--- src/rtl/sdrd_bit_collector.sv ---
`default_nettype none
// ---------------------------------------------------------------------------
// sdrd_bit_collector: strobes the CLE16 serial-data-read window and packs the
//   returned SDRD bits into a word of up to 16 bits for a valid/ready host.
//   Optional feature macro: SDRD_PARITY_EN (registered XOR of collected bits).
// Revision: 1.0
// ---------------------------------------------------------------------------
module sdrd_bit_collector #(
  parameter int BUS_AW = 14
) (
  input  logic              clk,
  input  logic              rst_n,
  input  logic              cmd_valid,
  output logic              cmd_ready,
  input  logic [3:0]        cmd_op,
  input  logic [4:0]        cmd_len,
  output logic [BUS_AW-1:0] bus_addr,
  output logic              bus_rw,
  output logic              bus_sel_n,
  input  logic              sdrd,
  output logic              rsp_valid,
  input  logic              rsp_ready,
  output logic [15:0]       rsp_data,
  output logic [4:0]        rsp_count,
  output logic              rsp_parity
);

  typedef enum logic [1:0] {
    S_IDLE   = 2'd0,
    S_STROBE = 2'd1,
    S_GAP    = 2'd2,
    S_DONE   = 2'd3
  } state_t;

  state_t      r_state;
  logic [3:0]  r_op;
  logic [4:0]  r_len;
  logic [4:0]  r_cnt;
  logic [14:0] r_shift;

  logic [4:0]  w_len_eff;
  logic [4:0]  w_cnt_next;
  logic [15:0] w_shift_next;
  logic        w_last;

  // 0 and anything above 16 both mean a full 16-bit word
  assign w_len_eff    = (cmd_len == 5'd0 || cmd_len > 5'd16) ? 5'd16 : cmd_len;
  assign w_cnt_next   = r_cnt + 5'd1;
  assign w_shift_next = {r_shift, sdrd};
  assign w_last       = (w_cnt_next == r_len);
  assign cmd_ready    = (r_state == S_IDLE);

  function automatic logic [BUS_AW-1:0] f_strobe_addr(input logic [3:0] op);
    f_strobe_addr       = '0;
    f_strobe_addr[12]   = 1'b1;
    f_strobe_addr[7:4]  = op;
  endfunction

  always_ff @(posedge clk or negedge rst_n) begin
    if (!rst_n) begin
      r_state   <= S_IDLE;
      r_op      <= 4'd0;
      r_len     <= 5'd0;
      r_cnt     <= 5'd0;
      r_shift   <= 15'd0;
      bus_addr  <= '0;
      bus_rw    <= 1'b0;
      bus_sel_n <= 1'b1;
      rsp_valid <= 1'b0;
      rsp_data  <= 16'd0;
      rsp_count <= 5'd0;
    end else begin
      case (r_state)
        S_IDLE: begin
          if (cmd_valid) begin
            r_op      <= cmd_op;
            r_len     <= w_len_eff;
            r_cnt     <= 5'd0;
            r_shift   <= 15'd0;
            bus_sel_n <= 1'b0;
            bus_rw    <= 1'b1;
            bus_addr  <= f_strobe_addr(cmd_op);
            r_state   <= S_STROBE;
          end
        end
        S_STROBE: begin
          r_shift   <= w_shift_next[14:0];
          r_cnt     <= w_cnt_next;
          bus_sel_n <= 1'b1;
          bus_rw    <= 1'b0;
          bus_addr  <= '0;
          // shift starts cleared, so the word is already right-aligned
          if (w_last) begin
            rsp_valid <= 1'b1;
            rsp_data  <= w_shift_next;
            rsp_count <= r_len;
            r_state   <= S_DONE;
          end else begin
            r_state   <= S_GAP;
          end
        end
        S_GAP: begin
          bus_sel_n <= 1'b0;
          bus_rw    <= 1'b1;
          bus_addr  <= f_strobe_addr(r_op);
          r_state   <= S_STROBE;
        end
        S_DONE: begin
          if (rsp_ready) begin
            rsp_valid <= 1'b0;
            r_state   <= S_IDLE;
          end
        end
        default: r_state <= S_IDLE;
      endcase
    end
  end

`ifdef SDRD_PARITY_EN
  logic r_par;

  always_ff @(posedge clk or negedge rst_n) begin
    if (!rst_n) begin
      r_par      <= 1'b0;
      rsp_parity <= 1'b0;
    end else if (r_state == S_IDLE && cmd_valid) begin
      r_par <= 1'b0;
    end else if (r_state == S_STROBE) begin
      r_par <= r_par ^ sdrd;
      if (w_last) rsp_parity <= r_par ^ sdrd;
    end
  end
`else
  assign rsp_parity = 1'b0;
`endif

endmodule
`default_nettype wire

--- config.mk ---
export PLATFORM = sky130hd
export DESIGN_NAME = sdrd_bit_collector
export DESIGN_NICKNAME = d
export VERILOG_FILES = /design/src/rtl/sdrd_bit_collector.sv
export SDC_FILE = /design/constraint.sdc
export NUM_CORES = 1
export LEC_CHECK = 0
export ABC_CLOCK_PERIOD_IN_PS = 2650
export CAP_MARGIN = 0
export CORE_UTILIZATION = 28
export CTS_CLUSTER_DIAMETER = 40
export CTS_CLUSTER_SIZE = 30
export DETAILED_ROUTE_END_ITERATION = 12
export GPL_TIMING_DRIVEN = 0
export PLACE_DENSITY = 0.45
export SYNTH_ARGS = -nofsm -noshare
export SYNTH_HDL_FRONTEND = slang
export SYNTH_SLANG_ARGS = --single-unit
--- constraint.sdc ---
create_clock -name clk -period 2.65 [get_ports clk]
set_input_delay 0.53 -clock clk [delete_from_list [all_inputs] [get_ports clk]]
set_output_delay 0.53 -clock clk [all_outputs]
set_load 0.005 [all_outputs]
* Word-level counts from Yosys, hierarchy flattened *
Index checks and enable logic that the tools add are counted.

word-level totals
  logic and storage cells = 50
  register bits after elaboration = 69
  input bits = 14

cells by class
  magnitude comparators = 1
  equality and inequality tests = 7
  multiplexer cells = 18
  $add $sub $neg = 1
  reduce and logical (&&, ||, !) cells = 12

operators with widths
  operator                                                                number
  14-bit case mux with 3 select lines                                     1
  15-bit case mux with 2 select lines                                     1
  15-bit two-way mux                                                      1
  14-bit two-way mux                                                      1
  5-bit two-way mux                                                       2
  5-bit case mux with 2 select lines                                      1
  2-bit AND reduction                                                     5
  2-bit case mux with 4 select lines                                      1
  2-bit inequality test (second input constant)                           3
  1-bit case mux with 3 select lines                                      2
  5-bit by 1-bit adder with 5-bit output (second input constant)          1
  5-bit equality test                                                     1
  5-bit > comparator (second input constant)                              1
  5-bit logical NOT                                                       1
  1-bit two-way mux                                                       5
  2-bit equality test (second input constant)                             2
  2-bit two-way mux                                                       2
  2-bit nonzero test                                                      2
  3-bit AND reduction                                                     1
  3-bit nonzero test                                                      1
  2-bit by 1-bit equality test with 1-bit output (second input constant)  1
  2-bit logical NOT                                                       1
  1-bit case mux with 2 select lines                                      1
  1-bit logical OR                                                        1

* Longest topological paths before layout *
  depth after elaboration = 4
  depth in mapped cells = 7

* Worst setup path before layout *
Ideal clock, no wire load.

  path type = register to register
  from = reg r_cnt[0]
  to = reg rsp_count[0]
  period minus slack after synthesis = 1.923 ns
  data required time = 2.525 ns
  stages on the path, launching flop included = 7
  arrival = 1.798 ns
  setup slack = 0.727 ns
  library setup time = 0.125 ns
  cell sequence = dfrtp_1 -> ha_1 -> and4b_1 -> o2111a_2 -> o211ai_4 -> buf_6 -> mux2_4

between the ends
  longest elaborated chain between the ends = 3

RTL lines
  element                                 RTL line  RTL
  start, declared                         38        logic [4:0] r_cnt;
  start signal, assigned                  88        r_cnt <= w_cnt_next;
  5-bit by 1-bit adder with 5-bit output  48        assign w_cnt_next = r_cnt + 5'd1;
  5-bit equality test                     50        assign w_last = (w_cnt_next == r_len);
  2-bit AND reduction (no source line)    n/a
  end signal, assigned                    96        rsp_count <= r_len;
  end, declared                           24        output logic [4:0] rsp_count,

No other way between the ends.
A chain may end at the register's enable or synchronous reset.

* Worst setup path after layout *
  from = reg r_state[0]
  to = out cmd_ready

between the ends
  longest elaborated chain between the ends = 1

RTL lines
  element                 RTL line  RTL
  start, declared         35        state_t r_state;
  start signal, assigned  61        r_state <= S_IDLE;
  start signal, assigned  83        r_state <= S_STROBE;
  start signal, assigned  97        r_state <= S_DONE;
  2-bit logical NOT       51        assign cmd_ready = (r_state == S_IDLE);
  end, declared           14        output logic cmd_ready,

No other way between the ends.

==> impl_summary.txt <==
----------------------------------------------------
[Power and ir drop]
  Combinational group share of total power ... 41.9%
  Part of the power in the clock network ... 20.6%
  Power Total ... 0.00418 W
  Internal Pwr Total ... 0.00270 W
  Total net switching power ... 0.00148 W
  Switching portion of total power ... between 30% and 40%
  Reported leakage power ... 1.66 nW
  Maximum resistive drop on vdd ... 485 uV
  Power per unit of standard cell area ... 1160 mW/mm^2
  Register share of total power ... 37.5%

[Setup path]
  Ordered cell list for the critical path ... inv_1, ha_1, clkdlybuf4s50_1
  Depth of the critical timing path with buffers and inverters included ... 3
  Number of buffer and inverter instances along the worst setup path ... 2
  Type of destination of the critical path ... output port
  R2R depth ... 6
  Highest fanout seen on the critical path ... 7
  Critical path launch point type ... register
  Worst endpoint required time ... 2.12 ns
  CP Data Arrival Time ... 1.66 ns
  Max incr delay on CP ... between 0.5 and 0.6 ns
  Crit path kind ... reg -> out
  Critical path's slowest cell ... sky130_fd_sc_hd__clkdlybuf4s50_1
  Kind of cell adding the most delay to the critical path ... buffers and inverters

[Floorplanning]
  Overall die area ... 0.0103 mm^2
  Die Span X ... around 100 um
  Number of top-level pins ... 54
  Core Rows ... 35
  Effective utilization at floorplan ... 29.5%
  Y dimension of the die ... just over 100 um
  Core area ... 0.00942 mm^2

[Timing]
  Final hold slack ... roughly 0.26 ns
  Achievable clock frequency ... approximately 460 MHz
  Slew HR ... 48.9%
  Time the final worst path needs with I/O delays and setup ... 2.19 ns
  Unrepaired setup endpoints after global routing ... no
  Slack of the critical path ... 0.455 ns
  Final Hold Viols ... 0
  Share of the cycle needed by the critical path after routing ... 82.8%
  Final setup viols ... 0
  Final Max Tran Viols ... 0
  Worst slew pin tran ... 0.767 ns
  Clock Skew ... between 0.01 and 0.015 ns

[Synthesis]
  Number of synthesized flops with an enable pin ... 0
  Most common cell in the synthesized netlist ... sky130_fd_sc_hd__dfrtp_1
  Mean Syn Cell Area ... 12.5 um^2
  Number of instances in the synthesized netlist ... approximately 220
  Synth area leader ... sky130_fd_sc_hd__dfrtp_1
  Proportion of synthesized chip area in sequential cells ... 54.1%
  Number of warnings issued by yosys ... 0
  Proportion of netlist area held by the largest area contributor ... between 50% and 60%
  Register bit total from synthesis ... 60
  Share of synthesized registers carrying an async set or reset ... 100%
  Leading post-synthesis cells by instance count ... 59 x sky130_fd_sc_hd__dfrtp_1, 19 x sky130_fd_sc_hd__nand2_1, 17 x sky130_fd_sc_hd__a22o_1
  Largest cells by area after synthesis ... sky130_fd_sc_hd__dfrtp_1 53%, sky130_fd_sc_hd__mux2_2 6.1%, sky130_fd_sc_hd__mux2_4 5.4%, sky130_fd_sc_hd__a22o_1 5.4%, sky130_fd_sc_hd__ha_1 3.6%
  Leading register cell type out of synthesis ... sky130_fd_sc_hd__dfrtp_1
  Number of distinct library cells after synthesis ... 40
  Cell area after synthesis ... 0.00278 mm^2

[Layout]
  Synth-to-Final Area Change ... 29.8%
  Count of inserted antenna diode cells ... 0
  Final instance count without filler cells ... around 420
  Nets ... 307
  Fraction of layout instances using a drive strength above 1 ... 20.7%
  Area of all placed cells without fillers ... 0.00361 mm^2

[Clock tree]
  Clock tree from TritonCTS ... yes
  Maximum number of buffers from clock root to sink ... 2
  Number of buffers inserted to repair setup after CTS ... 0
  Cts bufs inserted ... 9
  Hold buffer count at CTS ... 0
  Register clock-pin slew on the reported worst setup and hold paths ... 0.08 ns
  CTS H-tree depth ... 3
  Number of clock sinks seen by CTS ... 60
  Root buffer selected by CTS ... sky130_fd_sc_hd__clkbuf_8
  Cells resized by post-CTS repair ... 0
  Later-pin clock latency in the skew report ... roughly 0.34 ns

[Global route]
  Total Routing Usage GR ... 12.4%
  Wire length of the first global-routing pass ... 9.68 mm
  Total congestion overflow ... 0
  Pin count of the biggest net entering global routing ... 61
  Number of antenna violations at the first check in global routing ... 0
  Number of global-route vias before repair ... around 1900

[Placement]
  Quantity of I/O buffers inserted on ports ... 43
  Placed inst area ... 0.00340 mm^2
  Placed insts ... 403
  Final GP Congestion ... 0.715
  Place WS ... 0.356 ns
  Final HPWL from detailed placement ... around 3.7 mm

[Drt]
  Remaining design rule violation count ... 0
  First-pass detailed-route iteration total ... 4
  First-iteration detailed-routing DRC count ... 64
  Total wirelength of the detailed-routed design ... 5.49 mm
  Overall via count from detail_route ... 1820
  Number of vias per cell ... 4.34
  Remaining antenna violation count after routing ... 0
  Average detailed-routed wire length per instance ... 13.1 um

[Min path]
  Worst hold path class ... in -> async

[Flow run]
  Max-Cap Viols ... 0

[Outcome]
  Status ... finished, final reports clean

----------------------------------------------------
cells by family after synthesis:
kind of cell    synth area share [%]
flops                           54.1
compound gates                  14.8
simple gates                    7.16
mux                             12.2
buf+inv                         5.27
fa+ha+maj                       3.60
xor+xnor                        2.75
other cells                    0.135
worst reg2reg max path, delay by kind of cell (launching register included):
family,cells,cell delay (ns)
AOI/OAI and AO/OA,2,0.52
muxes,1,0.31
adders and majority gates,1,0.29
DFF,1,0.45
and+or+nand+nor,1,0.20
buffers and inverters,1,0.25
per-layer routing:
layer | track usage [%] | wire, um | vias up
met5 | 0 | 0 | -
met2 | 17.4 | 2280 | 49
met3 | 4.28 | 317 | 8
met1 | 17.1 | 2800 | 862
met4 | 5.69 | 98 | 0
li1 | - | - | 901
power groups by stage:
stage               sequential (W)  clock, W  combinational (W)
floorplan                  0.00154         0            0.00113
global placement           0.00159         0            0.00177
detailed placement         0.00159         0            0.00178
CTS                        0.00158  0.000895            0.00179
global route               0.00164  0.000930            0.00198
finish                     0.00157  0.000860            0.00175
placed cells by master (no fill, tap or decap), types with 3 or more instances in the layout:
cell | netlist | routed
sky130_fd_sc_hd__nor2b_1 | 5 | 5
sky130_fd_sc_hd__o21ai_0 | 16 | 16
sky130_fd_sc_hd__nand2_1 | 19 | 19
sky130_fd_sc_hd__clkdlybuf4s50_1 | 0 | 42
sky130_fd_sc_hd__a22o_1 | 17 | 17
sky130_fd_sc_hd__mux2_4 | 10 | 10
sky130_fd_sc_hd__nand2b_1 | 7 | 7
sky130_fd_sc_hd__clkbuf_1 | 6 | 6
sky130_fd_sc_hd__xnor2_1 | 4 | 4
sky130_fd_sc_hd__conb_1 | 1 | 10
sky130_fd_sc_hd__dfrtp_1 | 59 | 59
sky130_fd_sc_hd__ha_1 | 8 | 8
sky130_fd_sc_hd__inv_6 | 0 | 4
sky130_fd_sc_hd__inv_1 | 8 | 8
sky130_fd_sc_hd__a31oi_1 | 4 | 4
sky130_fd_sc_hd__buf_4 | 11 | 12
sky130_fd_sc_hd__a21oi_1 | 3 | 3
sky130_fd_sc_hd__mux2_2 | 15 | 15
sky130_fd_sc_hd__clkbuf_8 | 0 | 9
metrics by stage:
stage | utilization [%] | setup TNS (ns)
after global placement | 36.1 | -62.26
final | 38.3 | 0
after global routing | 38.3 | 0
after detailed placement | 36.1 | 0
after CTS | 38.3 | 0
after floorplan | - | 0
state kept, by name (all words and copies together), names as in the netlist:
register and flops:
bus_rw 1, bus_addr 5, r_shift 15, rsp_valid 1, bus_sel_n 1, r_cnt 5, r_op 4, r_len 5
r_state 2, rsp_count 5, rsp_data 16
path summary, 6_finish.rpt:
check,endpoint,slack (ns),startpoint
hold / removal,r_len[2]$_DFFE_PN0P_,0.26,rst_n
setup reg to reg,rsp_count[0]$_DFFE_PN0P_,0.52,r_cnt[0]$_DFFE_PN0P_
hold reg to reg,bus_addr[4]$_DFFE_PN0P_,0.48,bus_addr[4]$_DFFE_PN0P_
setup / recovery,cmd_ready,0.46,r_state[0]$_DFFE_PN0P_
max in group asynchronous,rsp_data[11]$_DFFE_PN0P_,1.89,rst_n
min in group clk,bus_addr[4]$_DFFE_PN0P_,0.48,bus_addr[4]$_DFFE_PN0P_
layout make-up:
class | instances | area [um^2]
clock inverters | 7 | 81.3
flip-flops and latches | 60 | 1500
plain buffers | 18 | 116
clock buffers | 9 | 124
repair buffers | 43 | 428
fillers | 952 | 5810
inverters | 8 | 30.0
multi-input cells | 145 | 1160
well taps | 129 | 161
Note: power is estimated with default switching activity, not from simulation.
==> variant: new RTL, same settings <==
The option `SDRD_PARITY_EN` is turned on by a define.
--- a/src/rtl/sdrd_bit_collector.sv
+++ b/src/rtl/sdrd_bit_collector.sv
@@ -5,6 +5,8 @@
 //   Optional feature macro: SDRD_PARITY_EN (registered XOR of collected bits).
 // Revision: 1.0
 // ---------------------------------------------------------------------------
+`define SDRD_PARITY_EN
+
 module sdrd_bit_collector #(
   parameter int BUS_AW = 14
 ) (
Formal check against the unedited RTL: not equivalent (a bounded check fails within 4 cycles, from zero or initial values and one cycle with rst_n low).
==> variant against the original RTL <==
Combinational power fell by 9.7%; non-clock buffer count down 1; area after synthesis is 2.7% lower; design area fell by 2.1%; fmax down 9.3%; first-iteration DRC count shrank 19%; sequential cell count rose by 2; routed wire length is 2.6% lower; via count fell by 2.7%; cell count down 1.2%; setup slack worse by 0.22 ns; power down 3.7%; synthesized cell count shrank 2.3%; critical path depth increased by 3.
==> variant: results (changes against the original RTL) <==
* Outcome: finished, final reports clean (unchanged)
* DPL Wire Length at 3590 um (was 3700 um)
* DR iter-0 viols at 52 (was 64)
* Largest net degree at the start of global routing at 63 (was 61)
* Worst-path fanout max at 10 (was 7)
* Power share of the sequential group at 0.398 (was 0.375)
* Tot Pwr at 4.03 mW (was 4.18 mW)
* Worst hold slack at 0.273 ns (was 0.260 ns)
* Overall Global Routing Usage at 0.118 (was 0.124)
* Worst reg2reg endpoint: rsp_data[6]$_DFFE_PN0P_ (was rsp_count[0]$_DFFE_PN0P_)
* Port buffer count at 44 (was 43)
* Clock skew at 0.0107 ns (was 0.0115 ns)
* Internal at 2.63 mW (was 2.70 mW)
* Flop2flop setup slack at 0.23 ns (was 0.52 ns)
* Nets at 302 (was 307)
* Crit path largest cell delay at 0.64 ns (was 0.52 ns)
* GRT met3 Usage at 0.0313 (was 0.0428)
* Worst-Margin Slew at 0.798 ns (was 0.767 ns)
* Hold Crit Class: in -> async (unchanged)
* Area contributors post-synth: dfrtp_1 (57%), mux2_2 (9.6%), a22o_1 (5.2%) (was dfrtp_1 (53%), mux2_2 (6.1%), mux2_4 (5.4%))
* CP endpoint kind: register (was primary output)
* GPL Wtd Cong at 0.710 (was 0.715)
* GR Layer Usage met2 at 0.177 (was 0.174)
* Met2 routed WL at 2410 um (was 2280 um)
* Leakage at 1.58 nW (was 1.66 nW)
* Clock share of power at 0.209 (was 0.206)
* Total number of vias at 1771 (was 1820)
* Post-synthesis xor/xnor area fraction at 0.0389 (was 0.0275)
* Yosys cell types at 29 (was 40)
* Wl on met1 at 2620 um (was 2800 um)
* First-pass GRT wire length at 8930 um (was 9680 um)
* Worst vdd ir at 0.000337 V (was 0.000485 V)
* Met3 WL at 219 um (was 317 um)
* Top delay family on crit path: simple AND/OR/NAND/NOR gates (was buffers and inverters)
* Critical path's slowest cell: nor4_4 (was clkdlybuf4s50_1)
* Mux share of post-synthesis cell area at 0.107 (was 0.122)
* GR Layer Usage met1 at 0.156 (was 0.171)
* Worst EP arrival at 2.65 ns (was 1.66 ns)
* Most frequent cells after synthesis: dfrtp_1 (61), mux2_2 (23), nand2_1 (19) (was dfrtp_1 (59), nand2_1 (19), a22o_1 (17))
* Mean routed wirelength per cell at 12.9 um (was 13.1 um)
[variant: changes by cell type after synthesis, moves of 2 or more]
cell / delta
xor2_1: +4
o21ai_0: +2
inv_1: -3
dfrtp_1: +2
a21oi_1: +2
mux2_2: +8
xnor2_1: +2
o22ai_1: -2
mux2_4: -10
buf_4: -2
nor2_1: +2
[variant: logic make-up after synthesis]
group,count (synthesis)
flops,62
buf+inv,21
fa+ha+maj,8
mux,26
compound gates,48
simple gates,39
xor+xnor,12
other cells,1
[variant: through the flow]
stage	worst slack, ns	util	std cells
final	0.230	0.380	414
after global routing	0.0243	0.380	414
after CTS	0.175	0.380	414
after detailed placement	0.189	0.359	398
after global placement	-1.16	0.359	398
after floorplan	0.497	-	225
[variant: area by class of cell]
cell class / instances / area (um2)
fill: 953 / 5750
sequential: 62 / 1550
multi-input combinational: 142 / 1050
timing repair buffer: 44 / 438
tap: 129 / 161
clock buffer: 11 / 141
buffer: 16 / 109
clock inverter: 5 / 58.8
inverter: 5 / 18.8
